### config.mk
export PLATFORM = sky130hd
export DESIGN_NAME = dmem_arbiter
export DESIGN_NICKNAME = d
export VERILOG_FILES = /design/src/rtl/dmem_arbiter_pkg.sv /design/src/rtl/dmem_arbiter_hold_counter.sv /design/src/rtl/dmem_arbiter.sv
export SDC_FILE = /design/constraint.sdc
export NUM_CORES = 1
export LEC_CHECK = 0
export CORE_MARGIN = 1.5
export CORE_UTILIZATION = 28
export DETAILED_ROUTE_END_ITERATION = 16
export PLACE_DENSITY = 0.74
export SLEW_MARGIN = 20
export SYNTH_ARGS = -nofsm -noshare
export SYNTH_HDL_FRONTEND = slang
export SYNTH_HIERARCHICAL = 1
export SYNTH_SLANG_ARGS = --single-unit
### constraint.sdc
create_clock -name clk -period 1.9 [get_ports clk]
set_clock_uncertainty 0.15 [all_clocks]
set_input_delay 0.19 -clock clk [delete_from_list [all_inputs] [get_ports clk]]
set_output_delay 0.19 -clock clk [all_outputs]
set_load 0.03 [all_outputs]
### src/rtl/dmem_arbiter_pkg.sv
// Shared definitions for the data-memory arbiter: FSM state encodings,
// owner ids, default bus widths and the hold-counter width helper.
// Imported by dmem_arbiter and dmem_arbiter_hold_counter.
package dmem_arbiter_pkg;

  localparam int DEF_AWIDTH = 11;
  localparam int DEF_DWIDTH = 16;

  typedef enum logic [1:0] {
    ST_IDLE    = 2'd0,
    ST_OWN_CPU = 2'd1,
    ST_OWN_DBG = 2'd2
  } arb_state_t;

  typedef enum logic {
    OWNER_CPU = 1'b0,
    OWNER_DBG = 1'b1
  } owner_t;

  // Bits needed to count 0..max_hold-1, never less than one bit.
  function automatic int hold_cnt_width(input int max_hold);
    return (max_hold <= 2) ? 1 : $clog2(max_hold);
  endfunction

endpackage

### src/rtl/dmem_arbiter_hold_counter.sv
// Hold counter: clear/increment/saturate at MAX_HOLD-1, flags limit reached.
// Latency: count updates one cycle after inc; at_limit is combinational from the count.
// Backpressure: none; clr has priority over inc, saturates instead of wrapping.
// Ports: clk, rst (sync, active-high), clr, inc, at_limit (count == MAX_HOLD-1).
module dmem_arbiter_hold_counter
  import dmem_arbiter_pkg::*;
#(
  parameter int MAX_HOLD = 4
) (
  input  logic clk,
  input  logic rst,
  input  logic clr,
  input  logic inc,
  output logic at_limit
);

  localparam int CW = hold_cnt_width(MAX_HOLD);
  localparam logic [CW-1:0] LIMIT = CW'(MAX_HOLD - 1);

  logic [CW-1:0] cnt;

  assign at_limit = (cnt == LIMIT);

  always_ff @(posedge clk) begin
    if (rst || clr) begin
      cnt <= '0;
    end else if (inc && !at_limit) begin
      cnt <= cnt + 1'b1;
    end
  end

endmodule

### src/rtl/dmem_arbiter.sv
// Data-memory arbiter between CPU and debug/loader ports; round-robin ties, hold limit, debug lock.
// Latency: req in IDLE -> gnt/transfer next cycle -> rvalid+rdata the cycle after; 1 transfer/cycle when owning.
// Backpressure: requesters hold req/addr/we/wdata stable until granted; grant is a registered owner state.
// Ports: cpu_*/dbg_* requester sides, dbg_lock, rdata (registered), mem_* memory pins.
// Optional: define DMEM_ARB_STATS_EN for saturating cpu_xfer_cnt/dbg_xfer_cnt/conflict_cnt outputs.
module dmem_arbiter
  import dmem_arbiter_pkg::*;
#(
  parameter int AWIDTH   = DEF_AWIDTH,
  parameter int DWIDTH   = DEF_DWIDTH,
  parameter int MAX_HOLD = 4
`ifdef DMEM_ARB_STATS_EN
  , parameter int STAT_WIDTH = 16
`endif
) (
  input  logic              clk,
  input  logic              rst,
  input  logic              cpu_req,
  input  logic              cpu_we,
  input  logic [AWIDTH-1:0] cpu_addr,
  input  logic [DWIDTH-1:0] cpu_wdata,
  output logic              cpu_gnt,
  output logic              cpu_rvalid,
  input  logic              dbg_req,
  input  logic              dbg_we,
  input  logic [AWIDTH-1:0] dbg_addr,
  input  logic [DWIDTH-1:0] dbg_wdata,
  output logic              dbg_gnt,
  output logic              dbg_rvalid,
  input  logic              dbg_lock,
  output logic [DWIDTH-1:0] rdata,
  output logic              mem_wr,
  output logic              mem_rd,
  output logic [AWIDTH-1:0] mem_addr,
  output logic [DWIDTH-1:0] mem_wdata,
  input  logic [DWIDTH-1:0] mem_rdata
`ifdef DMEM_ARB_STATS_EN
  , output logic [STAT_WIDTH-1:0] cpu_xfer_cnt
  , output logic [STAT_WIDTH-1:0] dbg_xfer_cnt
  , output logic [STAT_WIDTH-1:0] conflict_cnt
`endif
);

  arb_state_t state, state_nxt;
  owner_t     last_owner;
  logic       cpu_xfer, dbg_xfer;
  logic       hold_at_limit, hold_clr, hold_inc;

  assign cpu_gnt = (state == ST_OWN_CPU);
  assign dbg_gnt = (state == ST_OWN_DBG);

  // A transfer in the reset cycle is suppressed so no strobe reaches memory.
  assign cpu_xfer = cpu_gnt && cpu_req && !rst;
  assign dbg_xfer = dbg_gnt && dbg_req && !rst;

  // Hold only counts while the other side is actually waiting.
  assign hold_inc = (cpu_xfer && dbg_req) || (dbg_xfer && cpu_req);
  assign hold_clr = (state == ST_IDLE) || (state_nxt != state);

  dmem_arbiter_hold_counter #(
    .MAX_HOLD (MAX_HOLD)
  ) u_hold (
    .clk      (clk),
    .rst      (rst),
    .clr      (hold_clr),
    .inc      (hold_inc),
    .at_limit (hold_at_limit)
  );

  always_comb begin
    state_nxt = state;
    case (state)
      ST_IDLE: begin
        if (cpu_req && dbg_req) begin
          state_nxt = (last_owner == OWNER_DBG) ? ST_OWN_CPU : ST_OWN_DBG;
        end else if (cpu_req) begin
          state_nxt = ST_OWN_CPU;
        end else if (dbg_req) begin
          state_nxt = ST_OWN_DBG;
        end
      end
      ST_OWN_CPU: begin
        if (dbg_req && (!cpu_req || hold_at_limit)) begin
          state_nxt = ST_OWN_DBG;
        end else if (!cpu_req && !dbg_req) begin
          state_nxt = ST_IDLE;
        end
      end
      ST_OWN_DBG: begin
        // Lock pins ownership even with dbg_req low; the CPU just waits.
        if (!dbg_lock) begin
          if (cpu_req && (!dbg_req || hold_at_limit)) begin
            state_nxt = ST_OWN_CPU;
          end else if (!dbg_req && !cpu_req) begin
            state_nxt = ST_IDLE;
          end
        end
      end
      default: state_nxt = ST_IDLE;
    endcase
  end

  always_comb begin
    mem_wr    = 1'b0;
    mem_rd    = 1'b0;
    mem_addr  = '0;
    mem_wdata = '0;
    if (cpu_xfer) begin
      mem_wr    = cpu_we;
      mem_rd    = !cpu_we;
      mem_addr  = cpu_addr;
      mem_wdata = cpu_wdata;
    end else if (dbg_xfer) begin
      mem_wr    = dbg_we;
      mem_rd    = !dbg_we;
      mem_addr  = dbg_addr;
      mem_wdata = dbg_wdata;
    end
  end

  always_ff @(posedge clk) begin
    if (rst) begin
      state      <= ST_IDLE;
      last_owner <= OWNER_DBG;
      cpu_rvalid <= 1'b0;
      dbg_rvalid <= 1'b0;
      rdata      <= '0;
    end else begin
      state <= state_nxt;
      if (state_nxt == ST_OWN_CPU) begin
        last_owner <= OWNER_CPU;
      end else if (state_nxt == ST_OWN_DBG) begin
        last_owner <= OWNER_DBG;
      end
      cpu_rvalid <= cpu_xfer && !cpu_we;
      dbg_rvalid <= dbg_xfer && !dbg_we;
      if ((cpu_xfer && !cpu_we) || (dbg_xfer && !dbg_we)) begin
        rdata <= mem_rdata;
      end
    end
  end

`ifdef DMEM_ARB_STATS_EN
  always_ff @(posedge clk) begin
    if (rst) begin
      cpu_xfer_cnt <= '0;
      dbg_xfer_cnt <= '0;
      conflict_cnt <= '0;
    end else begin
      if (cpu_xfer && (cpu_xfer_cnt != '1)) begin
        cpu_xfer_cnt <= cpu_xfer_cnt + 1'b1;
      end
      if (dbg_xfer && (dbg_xfer_cnt != '1)) begin
        dbg_xfer_cnt <= dbg_xfer_cnt + 1'b1;
      end
      if (cpu_req && dbg_req && (conflict_cnt != '1)) begin
        conflict_cnt <= conflict_cnt + 1'b1;
      end
    end
  end
`endif

endmodule

==> impl_metrics.py, run 1 <==
metrics = {
    "floorplan": {
        "die_y_microns": 73.9,
        "rows": 25,
        "coreArea_sq_um": 4790,
        "dieArea_sq_um": 5460,
        "die_w_microns": 73.9,
        "io_pins": 126,
        "start_util_pct": 29.4,
    },
    "synth": {
        "synth-seq-cells": 23,
        "avgSynthCellArea_sq_um": 10.7,
        "synth_top_cell_by_area": "dfxtp_1",
        "yosysTopAreaCellShare_pct": 32.7,
        "syn_nets": 211,
        "netlist_area_sq_um": 1410,
        "synthDistinctLibCells": 35,
        "seq_area_frac_synth_pct": 32.7,
        "ys.flop_type": "dfxtp_1",
        "ys_top_cells_by_count": "a22o_1, dfxtp_1, nor2b_1",
        "yosysWarnings": 6,
        "yosysMostFrequentCell": "a22o_1",
        "synth_edf_count": 0,
        "synthTopCellsByArea": "dfxtp_1, a22o_1, mux2_4",
        "synthArstFlopShare_pct": 0,
        "synth_cells": 132,
    },
    "sta": {
        "setup-violations-final": 11,
        "finalSetupTns_ns": -0.100,
        "finalWorstSetupSlack_ns": -0.0261,
        "fmax_mhz": 519,
        "min_period_ns": 1.93,
        "rsz0062_at_grt": "yes",
        "worst-slew-pin-transition_ns": 0.336,
        "relSlewSlack_pct": 77.3,
        "min_period_over_period_pct": 101,
        "slew_viol_final": 0,
        "hold_violations": 0,
    },
    "pwr": {
        "p_int_uw": 941,
        "peakVddDrop_uv": 444,
        "p_leak_uw": 0.00131,
        "power_frac_clock_pct": 23.5,
        "p_switching_uw": 355,
        "power.density_nw_per_um2": 426,
        "p_sw_share_pct": 27.4,
        "sequentialPowerShare_pct": 39.6,
        "power_frac_comb_pct": 37.0,
        "total_power_uw": 1300,
    },
    "routing": {
        "wl_per_cell_microns": 15.8,
        "first_iter_violations": 27,
        "dr.pass1.iters": 4,
        "drc": 0,
        "vias_per_cell": 4.84,
        "vias": 1641,
        "wl_microns": 5370,
        "ant_nets": 0,
    },
    "critical_path": {
        "worstPathArrival_ns": 1.59,
        "path_class": "flop to primary output",
        "r2r-start": "last_owner$_SDFFE_PP1P_",
        "crit_start": "state[0]$_SDFF_PP0_",
        "crit_fanout": 7,
        "end_kind": "primary output",
        "cp.required_ns": 1.56,
        "worstSetupStartpointType": "flop",
    },
    "cts": {
        "cts-root-buf": "clkbuf_8",
        "clock_path_buffers": 2,
        "clkLatencyLatePin_ns": 0.26,
        "cts_tree": "yes",
        "cts_max_level": 1,
        "clock_sinks": 23,
        "clkTransAtPathRegs_ns": 0.08,
        "cts_buffers": 3,
    },
    "final_layout": {
        "layout.nets": 352,
        "layout-drive-gt1-share_pct": 33.8,
        "fillerInstances": 404,
        "synthToLayoutAreaGrowth_pct": 117,
        "diodes": 0,
    },
    "status": {
        "violations": "negative setup slack",
        "status": "finished, violations left",
    },
    "grt": {
        "overflow": 0,
        "grt_pass1_vias": 1649,
        "antenna_found_initial": 0,
        "grt.total_usage_pct": 18.4,
        "grt_pass1_wl_microns": 7600,
        "grt_max_degree": 29,
    },
    "placement": {
        "numPortBuffers": 125,
        "gp_congestion": 0.797,
        "pre_cts_ws_ns": -0.252,
        "hpwl_microns": 4020,
    },
    "worst_hold_path": {
        "min_path_type": "input port to flop",
        "holdCritStartpoint": "dbg_req",
    },
    "run": {
        "drv_cap": 0,
    },
}
==> cell families (layout without fill, tap and decap cells) <==
logic type,Yosys count,count (layout),share of synthesized area [%]
compound gates,38,38,22.7
simple gates,36,39,19.3
flops,23,23,32.7
mux,18,18,16.6
buf+inv,14,151,6.23
fa+ha+maj,2,2,1.78
xor+xnor,1,1,0.623
==> path summary, 6_finish.rpt <==
| path | to | depth (start not counted) | slack [ns] |
|---|---|---|---|
| worst min register to register | last_owner$_SDFFE_PP1P_ | 2 | 0.34 |
| worst max register to register | last_owner$_SDFFE_PP1P_ | 6 | -0.01 |
| worst max-delay path | mem_wdata[3] | 5 | -0.03 |
| worst min-delay path | dbg_rvalid$_SDFF_PP0_ | 3 | 0.18 |
==> layer usage <==
metal  global-route usage (%)  up-vias  wire length, microns
met5                        0        -                     0
li1                         -      771                     -
met4                     6.58        0                   114
met1                     18.2      760                  1940
met2                     35.9      101                  2710
met3                     5.21        9                   608
==> cells in the final DEF, fill, tap and decap left out, types with 3 or more instances in the layout <==
master	netlist	routed
mux2_4	9	9
buf_6	2	24
a21oi_1	3	3
clkbuf_8	0	3
dfxtp_2	0	3
and3_4	0	4
inv_1	5	4
dfxtp_1	23	19
clkdlybuf4s50_1	0	91
mux2_2	7	7
nor2b_1	11	11
and2b_2	7	8
dlygate4sd2_1	0	4
buf_12	1	8
buf_4	0	14
a22o_1	28	27
==> stage by stage <==
| stage | cells | instance area [sq um] | util [%] | hold WS, ns |
|---|---|---|---|---|
| floorplan | 132 | 1410 | - | 0.111 |
| global placement | 331 | 2840 | 59.3 | 0.318 |
| detailed placement | 331 | 2840 | 59.3 | 0.324 |
| CTS | 339 | 2970 | 62.0 | 0.343 |
| global route | 339 | 3050 | 63.6 | 0.196 |
| finish | 339 | 3050 | 63.6 | 0.181 |
==> registers in the layout (all words and copies together), names as in the netlist <==
name / flops
rdata: 16
u_hold/cnt: 2
state: 2
cpu_rvalid: 1
last_owner: 1
dbg_rvalid: 1
==> final cells by class <==
cell class,instances,area [sq um],area share [%]
clock buffers,4,45.0,1.48
repair buffers,142,1490,49.1
inverters,5,18.8,0.616
well taps,67,83.8,2.75
multi-input cells,98,936,30.7
flip-flops and latches,23,468,15.4
==> critical path, stage by stage, from the launching register on <==
cell and delay [ns]:
dfxtp_2 0.33, buf_6 0.12, and2b_2 0.28, and3_4 0.25
a22o_1 0.20, buf_12 0.13
==> power by group through the flow <==
stage	clock network (uW)	logic, uW	registers [uW]
2_1_floorplan	0	153	548
3_3_place_gp	0	452	522
3_5_place_dp	0	458	522
4_1_cts	320	472	513
5_1_grt	334	502	516
6_report	304	479	513
==> what timing repair did <==
action,4_1_cts,5_1_grt
setup buffers,2,0
setup endpoints to repair,32,30
resized for setup,22,21
cloned,3,0
pin swaps,4,9
hold buffers,0,0
No activity file was read; power rests on OpenSTA's default activity.
==> inputs of run 2 (changes only) <==
--- a/config.mk
+++ b/config.mk
@@ -8,6 +8,7 @@
 export CORE_MARGIN = 1.5
 export CORE_UTILIZATION = 28
+export CTS_CLUSTER_SIZE = 28
 export DETAILED_ROUTE_END_ITERATION = 16
-export PLACE_DENSITY = 0.74
+export PLACE_DENSITY = 0.71
 export SLEW_MARGIN = 20
 export SYNTH_ARGS = -nofsm -noshare
==> constraint.sdc (replaced) <==
create_clock -name clk -period 2.35 [get_ports clk]
set_clock_uncertainty 0.15 [all_clocks]
set_input_delay 0.235 -clock clk [delete_from_list [all_inputs] [get_ports clk]]
set_output_delay 0.235 -clock clk [all_outputs]
set_load 0.02 [all_outputs]
==> run 2 against run 1 <==
Effect of this change:
- the flow now finishes without violations
- core utilization fell by 5.7 points
- total power fell by 25%
- highest routed layer unchanged
- clock power fell by 22%
- largest power group unchanged
- final cell count fell by 3.5%
- global-route usage fell by 2.3 points
- critical path depth did not move
- flip-flop and latch count did not move
- routed wire length fell by 10%
- register-to-register slack improved by 0.28 ns
- design area fell by 9.0%
==> impl_metrics.py, run 2 (synthesis results as in run 1) <==
metrics = {
    "sta": {
        "hold_slack_ns": 0.323,
        "setup-violations-final": 0,
        "min_period_ns": 2.17,
        "relSlewSlack_pct": 72.0,
        "worst-slew-pin-transition_ns": 0.416,
        "hold_violations": 0,
        "fmax_mhz": 462,
        "slew_viol_final": 0,
        "rsz0062_at_grt": "no",
        "min_period_over_period_pct": 92.2,
    },
    "routing": {
        "vias": 1531,
        "wl_microns": 4830,
        "drc": 0,
        "first_iter_violations": 40,
        "wl_per_cell_microns": 14.8,
        "dr.pass1.iters": 4,
        "ant_nets": 0,
        "vias_per_cell": 4.68,
    },
    "cts": {
        "postCtsSetupBuffers": 0,
        "cts_tree": "yes",
        "cts_hold_buffers": 0,
        "clkTransAtPathRegs_ns": 0.08,
        "cts_max_level": 1,
        "clock_sinks": 23,
        "cts_buffers": 3,
        "clkLatencyLatePin_ns": 0.26,
        "cts-root-buf": "clkbuf_8",
        "clock_path_buffers": 2,
        "post_cts_resized": 31,
    },
    "grt": {
        "overflow": 0,
        "grt_pass1_vias": 1365,
        "antenna_found_initial": 0,
        "grt.total_usage_pct": 16.2,
        "grt_pass1_wl_microns": 6780,
        "grt_max_degree": 29,
    },
    "floorplan": {
        "dieArea_sq_um": 5460,
        "rows": 25,
        "io_pins": 126,
        "die_y_microns": 73.9,
        "start_util_pct": 29.4,
        "die_w_microns": 73.9,
        "coreArea_sq_um": 4790,
    },
    "final_layout": {
        "seqCellArea_sq_um": 463,
        "fin_cells": 327,
        "layout-drive-gt1-share_pct": 16.5,
        "layout.nets": 340,
        "top_regs": "rdata x16, state x2, u_hold/cnt x2",
        "layout_common_cells": "clkdlybuf4s50_1, dlygate4sd2_1, a22o_1, dfxtp_1, nor2b_1",
        "synthToLayoutAreaGrowth_pct": 97.1,
        "largest_reg_flops": 16,
        "layout_commonest_cell": "clkdlybuf4s50_1",
        "fillerInstances": 458,
        "multi_input_area_sq_um": 858,
        "top_register": "rdata",
        "design_area_sq_um": 2770,
        "diodes": 0,
    },
    "critical_path": {
        "crit_fanout": 28,
        "cp.required_ns": 1.97,
        "worstSetupStartpointType": "flop",
        "worstPathArrival_ns": 1.78,
        "path_class": "flop to primary output",
        "end_kind": "primary output",
    },
    "placement": {
        "gp_congestion": 0.896,
        "dp.cells": 323,
        "hpwl_microns": 3870,
        "dpl_cell_area_sq_um": 2760,
        "numPortBuffers": 125,
    },
    "worst_hold_path": {
        "min_path_type": "input port to flop",
    },
    "run": {
        "drv_cap": 0,
    },
    "pwr": {
        "p_leak_uw": 0.00128,
        "power.density_nw_per_um2": 350,
        "peakVddDrop_uv": 263,
    },
    "status": {
        "status": "completed",
    },
}
==> run 2: cell types whose count changed in the layout (fill, tap and decap cells not counted), sizes merged <==
| cell | before | now |
|---|---|---|
| clkdlybuf4s50 | 91 | 95 |
| dlygate4sd2 | 4 | 29 |
| and3 | 4 | 1 |
| buf | 46 | 8 |
==> run 2: critical path, cell delays in order, from the launching register on <==
cell and delay, ns:
dfxtp_2 0.39, and2b_1 0.22, and3_1 0.21, buf_12 0.16
a22o_1 0.20, dlygate4sd2_1 0.32
==> run 2: report_power, final <==
part	leakage (uW)	switching (uW)	internal (uW)	total, uW
combinational	0.00107	113	203	316
sequential	0.000187	10.5	405	416
clock	0.0000228	117	121	238
==> run 2: cell type report <==
| cell class | count | area share [%] |
|---|---|---|
| timing repair buffer | 133 | 47.0 |
| multi-input combinational | 95 | 31.0 |
| sequential | 23 | 16.7 |
| tap | 67 | 3.02 |
| clock buffer | 4 | 1.63 |
| inverter | 5 | 0.677 |
==> run 2: metal layers <==
layer | wire, microns | GRT usage (%) | vias to the layer above
li1 | - | - | 741
met4 | 65 | 4.73 | 0
met3 | 702 | 6.31 | 6
met2 | 2210 | 28.4 | 91
met5 | 0 | 0 | -
met1 | 1840 | 17.9 | 693
==> run 2: worst paths after layout <==
check	start	slack [ns]	cells past startpoint	endpoint
setup reg to reg	u_hold/cnt[0]$_SDFFE_PP0P_	0.27	7	last_owner$_SDFFE_PP1P_
hold / removal	cpu_req	0.32	3	state[0]$_SDFF_PP0_
setup / recovery	state[0]$_SDFF_PP0_	0.18	5	mem_wdata[0]
hold reg to reg	last_owner$_SDFFE_PP1P_	0.34	2	last_owner$_SDFFE_PP1P_
==> run 2: metrics by stage <==
step                total power [uW]  setup TNS [ns]  worst slack [ns]  utilization [%]
finish                           969               0             0.184             57.9
global route                    1020               0             0.102             57.9
CTS                              985               0           0.00366             57.9
detailed placement               753           -1.52           -0.0873             57.6
global placement                 751           -1.26           -0.0886             57.6
floorplan                        545               0             0.420                -
==> inputs of run 3 (changes only) <==
- CTS_CLUSTER_DIAMETER: unset -> 40
==> results of run 3 <==
The final DEF is identical to that of run 2; final timing and power are the same.
==> RTL change: new RTL, config.mk and constraints of run 1 <==
`DEF_AWIDTH`: 11 -> 13.
--- a/src/rtl/dmem_arbiter_pkg.sv
+++ b/src/rtl/dmem_arbiter_pkg.sv
@@ -4,5 +4,5 @@
 package dmem_arbiter_pkg;
 
-  localparam int DEF_AWIDTH = 11;
+  localparam int DEF_AWIDTH = 13;
   localparam int DEF_DWIDTH = 16;
 
Ports: changed (resized cpu_addr, dbg_addr and mem_addr); port bits go from 126 to 132. The function was not compared with the original's and may differ.
==> RTL change against run 1 <==
The run still ends with negative setup slack left; total power up 1.5%; setup slack worse by 31 ps; sequential cell count unchanged; sequential share of layout area down 0.56 points; area after synthesis down 1.1%; wire length down 11%; cell area up 3.2%; global-route usage down 2.9 points; register-to-register slack worse by 50 ps; critical path type is now register to register; critical endpoint is now last_owner$_SDFFE_PP1P_; highest routed layer unchanged.
==> RTL change: results (changes against run 1) <==
nonClkBufAreaFrac_pct: 51.13  # +2.1 points
synthTopCellsByCount: "30 x a22o_1, 23 x dfxtp_1, 19 x nor2b_1, 9 x mux2_4, 7 x mux2_1"
final-setup-viol-count: 2  # -9
status: "finished with violations"
ff2ff_path_depth: 7  # +1
grt_pass1_vias: 1521  # -7.8%
nFillCells: 387  # -4.2%
grt_pass1_wl_um: 6644  # -13%
grt_max_degree: 31  # +6.9%
place_inst: 340  # +2.7%
use_met2_pct: 28.13  # -7.8 points
yosysSeqAreaShare_pct: 33.09  # +0.35 points
violations: "negative setup slack"
synth.area.top_cells: "dfxtp_1 33%, a22o_1 19%, mux2_4 9.7%"
slew_headroom_pct: 75.03  # -2.3 points
fin_ws_ps: -57.23  # -31.13 ps
synth_xor_area_share_pct: 0.6295  # +0.0067 points
nMultiInputCombCells: 97  # -1.0%
synth-compound-area-share_pct: 24.19  # +1.5 points
avgSynthCellArea_um2: 10.31  # -3.3%
synth.distinct_cells: 32  # -8.6%
grt_use_total_pct: 15.51  # -2.9 points
buffers: 157  # +11%
syn_nets: 218  # +3.3%
drt_iter0_drc: 23  # -15%
drtPass1Iterations: 2  # -2
gp_congestion: 0.7484  # -6.1%
netSwitchingPower_uw: 360.1  # +1.5%
ir_worst_vdd_v: 0.0004069  # -8.3%
clk_share_pct: 1.472  # -0.0067 points
[RTL change: worst max-delay path, stage by stage, from the launching register on]
cell,delay (ps)
dfxtp_2,340
buf_6,110
or2_4,220
a311o_1,370
and2_4,170
ha_4,260
mux2i_1,170
nand2_1,60
[RTL change: metal layers]
metal  vias to the layer above  share of wire (%)
met5                         -                  0
met4                         0               0.44
met3                         4                 13
met2                        84                 48
met1                       740                 39
li1                        800                  -
[RTL change: cells by family after synthesis]
family / after synthesis
DFF: 23
and+or+nand+nor: 36
buffers and inverters: 15
adders and majority gates: 2
muxes: 18
AOI/OAI and AO/OA: 40
xor gates and xnor gates: 1
[RTL change: through the flow]
step                power [mW]  setup TNS (ps)  cell area, um^2  setup WS (ps)  hold slack [ps]
floorplan               0.7016               0             1401          2.475            110.9
global route             1.372          -992.2             3144         -116.7            349.3
CTS                      1.298          -38.50             2984         -29.33            314.3
detailed placement      0.9739           -3465             2829         -305.0            312.6
finish                   1.315          -59.13             3144         -57.23            325.4
global placement        0.9700           -3230             2829         -214.3            301.6
[RTL change: worst paths after layout]
path / from / endpoint / slack, ps
hold reg to reg: last_owner$_SDFFE_PP1P_ / last_owner$_SDFFE_PP1P_ / 340
setup reg to reg: state[0]$_SDFF_PP0_ / last_owner$_SDFFE_PP1P_ / -60
setup / recovery: state[0]$_SDFF_PP0_ / last_owner$_SDFFE_PP1P_ / -60
hold / removal: rst / state[1]$_SDFF_PP0_ / 330
[RTL change: repair_timing]
action / in CTS / in global routing
endpoints found under the hold margin: 0 / 0
setup buffers: 3 / 6
gates cloned: 1 / 0
gates resized for setup: 23 / 26
pin swaps: 2 / 4
endpoints found under the setup margin: 34 / 33
